`config.mk`:
```
export PLATFORM = sky130hd
export DESIGN_NAME = sg90_pwm_decoder
export DESIGN_NICKNAME = d
export VERILOG_FILES = /design/src/rtl/servo_pkg.sv /design/src/rtl/us_tick_gen.sv /design/src/rtl/sg90_pwm_decoder.sv
export SDC_FILE = /design/constraint.sdc
export NUM_CORES = 1
export LEC_CHECK = 0
export BUFFER_PORTS_ARGS = -buffer_cell sky130_fd_sc_hd__buf_4
export CORE_MARGIN = 1.5
export CORE_UTILIZATION = 28
export CTS_CLUSTER_DIAMETER = 200
export DETAILED_ROUTE_END_ITERATION = 7
export PLACE_DENSITY = 0.41
export SLEW_MARGIN = 10
export SYNTH_ARGS = -nofsm -noshare
export SYNTH_HDL_FRONTEND = slang
export SYNTH_HIERARCHICAL = 1
export SYNTH_SLANG_ARGS = --single-unit
```
`constraint.sdc`:
```
create_clock -name clk -period 21.9 [get_ports clk]
set_input_delay 3.285 -clock clk [delete_from_list [all_inputs] [get_ports clk]]
set_output_delay 3.285 -clock clk [all_outputs]
set_load 0.1 [all_outputs]
```
`src/rtl/servo_pkg.sv`:
```
// Shared servo PWM definitions: decoder FSM encoding, timing defaults and
// clock-to-microsecond derivation, common to the SG90 generator and decoder.
package servo_pkg;

  typedef enum logic [1:0] {
    WAIT_RISE = 2'd0,
    MEAS_HIGH = 2'd1,
    MEAS_LOW  = 2'd2
  } state_e;

  localparam int ANGLE_MAX        = 180;
  localparam int DEF_CLK_HZ       = 100_000_000;
  localparam int DEF_MIN_PULSE_US = 500;
  localparam int DEF_MAX_PULSE_US = 2500;
  localparam int DEF_TIMEOUT_US   = 25000;

  function automatic int cyc_per_us(input int clk_hz);
    return clk_hz / 1_000_000;
  endfunction

endpackage

```
`src/rtl/us_tick_gen.sv`:
```
// Microsecond strobe: one-cycle tick every CYC_PER_US clocks. clr_i restarts
// the count so the first tick after a clear lands CYC_PER_US cycles later.
module us_tick_gen #(
  parameter int CYC_PER_US = 100
) (
  input  logic clk,
  input  logic rst_n,
  input  logic clr_i,
  output logic tick_o
);

  localparam int CW = (CYC_PER_US > 1) ? $clog2(CYC_PER_US) : 1;
  localparam logic [CW-1:0] LAST = CW'(CYC_PER_US - 1);

  logic [CW-1:0] cnt_q, cnt_d;

  always_comb begin
    cnt_d = cnt_q + CW'(1);
    if (clr_i || (cnt_q == LAST)) cnt_d = '0;
  end

  assign tick_o = !clr_i && (cnt_q == LAST);

  always_ff @(posedge clk) begin
    if (!rst_n) cnt_q <= '0;
    else        cnt_q <= cnt_d;
  end

endmodule

```
`src/rtl/sg90_pwm_decoder.sv`:
```
// Servo PWM receiver: measures high width in us, maps it to 0..180 degrees,
// flags out-of-range pulses and loss of signal. valid lags the input fall by 4 clocks.
module sg90_pwm_decoder
  import servo_pkg::*;
#(
  parameter int CLK_HZ       = DEF_CLK_HZ,
  parameter int MIN_PULSE_US = DEF_MIN_PULSE_US,
  parameter int MAX_PULSE_US = DEF_MAX_PULSE_US,
  parameter int TIMEOUT_US   = DEF_TIMEOUT_US
) (
  input  logic        clk,
  input  logic        rst_n,
  input  logic        pwm_in,
  output logic [11:0] pulse_us,
  output logic [7:0]  angle,
  output logic        valid,
  output logic        locked,
  output logic        err_range,
  output logic        err_timeout
);

  localparam int          CYC_PER_US = cyc_per_us(CLK_HZ);
  localparam logic [11:0] MIN_W      = 12'(MIN_PULSE_US);
  localparam logic [11:0] MAX_W      = 12'(MAX_PULSE_US);
  localparam logic [14:0] TO_W       = 15'(TIMEOUT_US);
  localparam logic [23:0] SPAN       = 24'(MAX_PULSE_US - MIN_PULSE_US);
  localparam logic [23:0] AMAX       = 24'(ANGLE_MAX);

  logic sync1_q, pwm_s_q, pwm_d_q, rise_q, fall_q;
  logic tick;

  // Edges are registered so results land exactly 4 clocks after the line falls.
  always_ff @(posedge clk) begin
    if (!rst_n) begin
      sync1_q <= 1'b0;
      pwm_s_q <= 1'b0;
      pwm_d_q <= 1'b0;
      rise_q  <= 1'b0;
      fall_q  <= 1'b0;
    end else begin
      sync1_q <= pwm_in;
      pwm_s_q <= sync1_q;
      pwm_d_q <= pwm_s_q;
      rise_q  <= pwm_s_q & ~pwm_d_q;
      fall_q  <= ~pwm_s_q & pwm_d_q;
    end
  end

  us_tick_gen #(.CYC_PER_US(CYC_PER_US)) u_tick (
    .clk    (clk),
    .rst_n  (rst_n),
    .clr_i  (rise_q),
    .tick_o (tick)
  );

  state_e      state_q, state_d;
  logic [11:0] hi_q, hi_d, hi_nxt;
  logic [14:0] per_q, per_d, per_nxt;
  logic [11:0] pulse_q, pulse_d;
  logic [7:0]  angle_q, angle_d, scaled;
  logic        valid_q, valid_d, locked_q, locked_d;
  logic        err_range_q, err_range_d, err_to_q, err_to_d;
  logic        timeout;

  // The tick of the fall cycle itself is included, giving floor(cycles/CYC_PER_US).
  assign hi_nxt  = (tick && hi_q != 12'hFFF) ? hi_q + 12'd1 : hi_q;
  assign per_nxt = (tick && per_q != 15'h7FFF) ? per_q + 15'd1 : per_q;
  assign timeout = (per_nxt >= TO_W);
  assign scaled  = 8'(({12'd0, hi_nxt - MIN_W} * AMAX) / SPAN);

  always_ff @(posedge clk) begin
    if (!rst_n) state_q <= WAIT_RISE;
    else        state_q <= state_d;
  end

  always_comb begin
    state_d = state_q;
    if (timeout) begin
      state_d = WAIT_RISE;
    end else begin
      unique case (state_q)
        WAIT_RISE: if (rise_q) state_d = MEAS_HIGH;
        MEAS_HIGH: if (fall_q) state_d = MEAS_LOW;
        MEAS_LOW:  if (rise_q) state_d = MEAS_HIGH;
        default:   state_d = WAIT_RISE;
      endcase
    end
  end

  always_comb begin
    hi_d        = hi_q;
    per_d       = per_nxt;
    pulse_d     = pulse_q;
    angle_d     = angle_q;
    valid_d     = 1'b0;
    locked_d    = locked_q;
    err_range_d = err_range_q;
    err_to_d    = err_to_q;
    if (timeout) begin
      err_to_d = 1'b1;
      locked_d = 1'b0;
      hi_d     = '0;
      per_d    = '0;
    end else begin
      unique case (state_q)
        WAIT_RISE: begin
          hi_d = '0;
          if (rise_q) per_d = '0;
        end
        MEAS_HIGH: begin
          hi_d = hi_nxt;
          if (fall_q) begin
            valid_d = 1'b1;
            pulse_d = hi_nxt;
            if (hi_nxt < MIN_W) begin
              angle_d     = 8'd0;
              err_range_d = 1'b1;
            end else if (hi_nxt > MAX_W) begin
              angle_d     = 8'(ANGLE_MAX);
              err_range_d = 1'b1;
            end else begin
              angle_d     = scaled;
              err_range_d = 1'b0;
              locked_d    = 1'b1;
              err_to_d    = 1'b0;
            end
          end
        end
        MEAS_LOW: begin
          if (rise_q) begin
            hi_d  = '0;
            per_d = '0;
          end
        end
        default: begin
          hi_d  = '0;
          per_d = '0;
        end
      endcase
    end
  end

  always_ff @(posedge clk) begin
    if (!rst_n) begin
      hi_q        <= '0;
      per_q       <= '0;
      pulse_q     <= '0;
      angle_q     <= '0;
      valid_q     <= 1'b0;
      locked_q    <= 1'b0;
      err_range_q <= 1'b0;
      err_to_q    <= 1'b0;
    end else begin
      hi_q        <= hi_d;
      per_q       <= per_d;
      pulse_q     <= pulse_d;
      angle_q     <= angle_d;
      valid_q     <= valid_d;
      locked_q    <= locked_d;
      err_range_q <= err_range_d;
      err_to_q    <= err_to_d;
    end
  end

  assign pulse_us    = pulse_q;
  assign angle       = angle_q;
  assign valid       = valid_q;
  assign locked      = locked_q;
  assign err_range   = err_range_q;
  assign err_timeout = err_to_q;

endmodule

```
==> metrics <==
Psw 0.0571 mW; Initial Utilization 0.287; WL final 19900 um; I/O Buffers 26; Synth Area in Simple Gates 0.236; post_cts resized 0; Layout Skew 0.00764 ns; Ys Warns 6; CP Data Arrival Time 13.54 ns; Synth Area in Compound Gates 0.303; Combinational Power Share 0.017; average size of a mapped cell 7.96 um2; final hold violation count 0; Crit. End Element flop; Final HPWL DP 15900 um; clock power share 0.536; Leak Pwr 3.16 nW; Via Count 6682; number of global-route vias before repair 6461; Multi-input gate area 5600 um2; Post-Syn Area 7240 um2; final worst path period need 13.32 ns; clock latency at the later pin of the worst-skew pair 0.34 ns; status completed; share of cells above drive strength 1 0.118; crit start category flop; core area 25300 um2; Root Buffer clkbuf_16; clk buf depth 2; final routed DRC violation total 0; most frequent cells after synthesis nand2_1 (92), nor2_1 (71), dfxtp_1 (65); gpl congestion 0.797; Placement Rows 58; required time worst endpoint 22.12 ns; Fin Setup TNS 0 ns; Buf/Inv on CP 1; Die X 164 um; first-pass GRT wire length 33400 um; WL/cell 15.9 um; clk sinks 65; total global routing overflow 0; final layout net count 974; count leader, synth nand2_1; Final period util 0.608; largest cells by area after synthesis dfxtp_1 (18%), ha_1 (6.9%), xnor2_1 (5.2%); Seq/Total Area, Yosys 0.180; Synth Flop Type dfxtp_1; Crit-path slowest cell xnor2_1; synthesized flop and latch total 65; Final Setup Violations 0; Power per Cell Area 33.5 nW/um2; post-synthesis mux area share 0.0273; Worst Hold Class reg2reg; Critical Path Fanout Max 9; Iter 0 DRT Violations 458; Adder-Cell Fraction of Synth Area 0.107; setup repair bufs after CTS 0; most frequent CP cell nand2_1; syn nets 965; Switching Share 0.213; Max stage delay on crit path 0.71 ns; fmax 0.0750 GHz; Synth cell types 107; Slew @ Worst Pin 0.865 ns; Worst-path clk slew 0.06 ns; via/cell ratio 5.33; n_diodes 0; WS Path Type reg2reg; Synth Area in XOR/XNOR 0.100; Filler cells 2716; Max IR drop VDD 0.0000393 V; die area 26800 um2; top-area cell type share of the netlist area 0.180; H-tree depth 3; cts bufs inserted 9; register area 1300 um2; Post-Synthesis Cells 910; drt pass-1 iters 5; RSZ-0062 raised after global routing no; Max-cap violations 0; Int Pwr 0.211 mW; area grow syn2layout 10.6%; Post-synth EDFFs 0; aggregate global-route resource usage 0.154; initial antenna violation count 0; worst relative slew slack 0.419; largest net degree at the start of global routing 31; IO Count 27; fin. max-slew vios 0; ANT nets after route 0; FFs w/ async S/R, synth 0; critical path's top delay family compound AO/OA/AOI/OAI gates; clock tree from TritonCTS done; utilization after layout 0.317; post-synth top area cell dfxtp_1; sequential power share 0.447; Post-CTS Hold Buffers 0; Die Y 164 um; largest family of logic cells by synthesized area compound AO/OA/AOI/OAI gates
power groups by stage:
| stage | clock network, mW | registers (mW) | logic (mW) |
|---|---|---|---|
| 3_3_place_gp | 0 | 0.123 | 0.00474 |
| 6_report | 0.144 | 0.120 | 0.00455 |
| 5_1_grt | 0.154 | 0.120 | 0.00516 |
| 3_5_place_dp | 0 | 0.123 | 0.00470 |
| 4_1_cts | 0.148 | 0.120 | 0.00473 |
| 2_1_floorplan | 0 | 0.123 | 0.00317 |
cell families after synthesis:
logic type | count (synthesis)
compound gates | 282
xor+xnor | 79
fa+ha+maj | 55
buf+inv | 80
flops | 65
mux | 19
simple gates | 330
sequential cells by signal, summed over array words and instances, names as in the netlist:
register and flops:
angle 8, sync1_q 1, err_range 1, pulse_us 12
state_q 2, fall_q 1, u_tick/cnt_q 7, per_q 15
err_timeout 1, valid 1, pwm_s_q 1, pwm_d_q 1
hi_q 12, rise_q 1, locked 1
through the flow:
| step | setup slack, ns | hold WS, ns | power (mW) | cell area [um2] | instances |
|---|---|---|---|---|---|
| 2_1_floorplan | 10.82 | 0.382 | 0.126 | 7240 | 910 |
| 3_3_place_gp | 8.61 | 0.407 | 0.127 | 7720 | 1238 |
| 3_5_place_dp | 8.72 | 0.405 | 0.127 | 7720 | 1238 |
| 4_1_cts | 8.67 | 0.419 | 0.273 | 8010 | 1253 |
| 5_1_grt | 7.42 | 0.448 | 0.279 | 8010 | 1253 |
| 6_report | 8.58 | 0.417 | 0.268 | 8010 | 1253 |
path summary, 6_finish.rpt:
kind / startpoint / endpoint / slack [ns] / cells after the start
max: u_tick/cnt_q[0] / angle[0] / 8.58 / 43
min: pwm_s_q / fall_q / 0.42 / 1
max reg2reg: u_tick/cnt_q[0] / angle[0] / 8.58 / 43
min reg2reg: pwm_s_q / fall_q / 0.42 / 1
final cells by class:
class | instances | area share
flip-flops and latches | 65 | 0.162
multi-input cells | 765 | 0.699
clock inverters | 5 | 0.00703
clock buffers | 10 | 0.0298
repair buffers | 29 | 0.0272
inverters | 49 | 0.0230
well taps | 330 | 0.0515
cell usage in the layout (no fill, tap or decap), types with 29 or more instances in the layout:
cell,Yosys,routed
nand2_1,92,92
nor2_1,71,71
dfxtp_1,65,65
inv_1,49,49
a21oi_1,48,48
xnor2_1,43,43
o21ai_0,42,42
ha_1,40,40
xor2_1,33,33
nand3_1,29,29
buf_4,2,29
worst reg2reg max path, delay by kind of cell (launching register included):
kind	cells	cell delay [ns]
buffers and inverters	1	0.04
adder cells (fa/ha/maj)	4	1.64
AND/OR/NAND/NOR	15	3.54
XOR/XNOR	5	1.87
AO/OA/AOI/OAI	18	5.77
flip-flops	1	0.36
metal layers:
| layer | global-route usage | part of all wire | vias to the layer above |
|---|---|---|---|
| met2 | 0.255 | 0.47 | 132 |
| li1 | - | - | 3390 |
| met1 | 0.210 | 0.49 | 3138 |
| met5 | 0 | 0 | - |
| met4 | 0.0360 | 0.012 | 0 |
| met3 | 0.0220 | 0.029 | 22 |
Power figures use the tool's default switching activity.
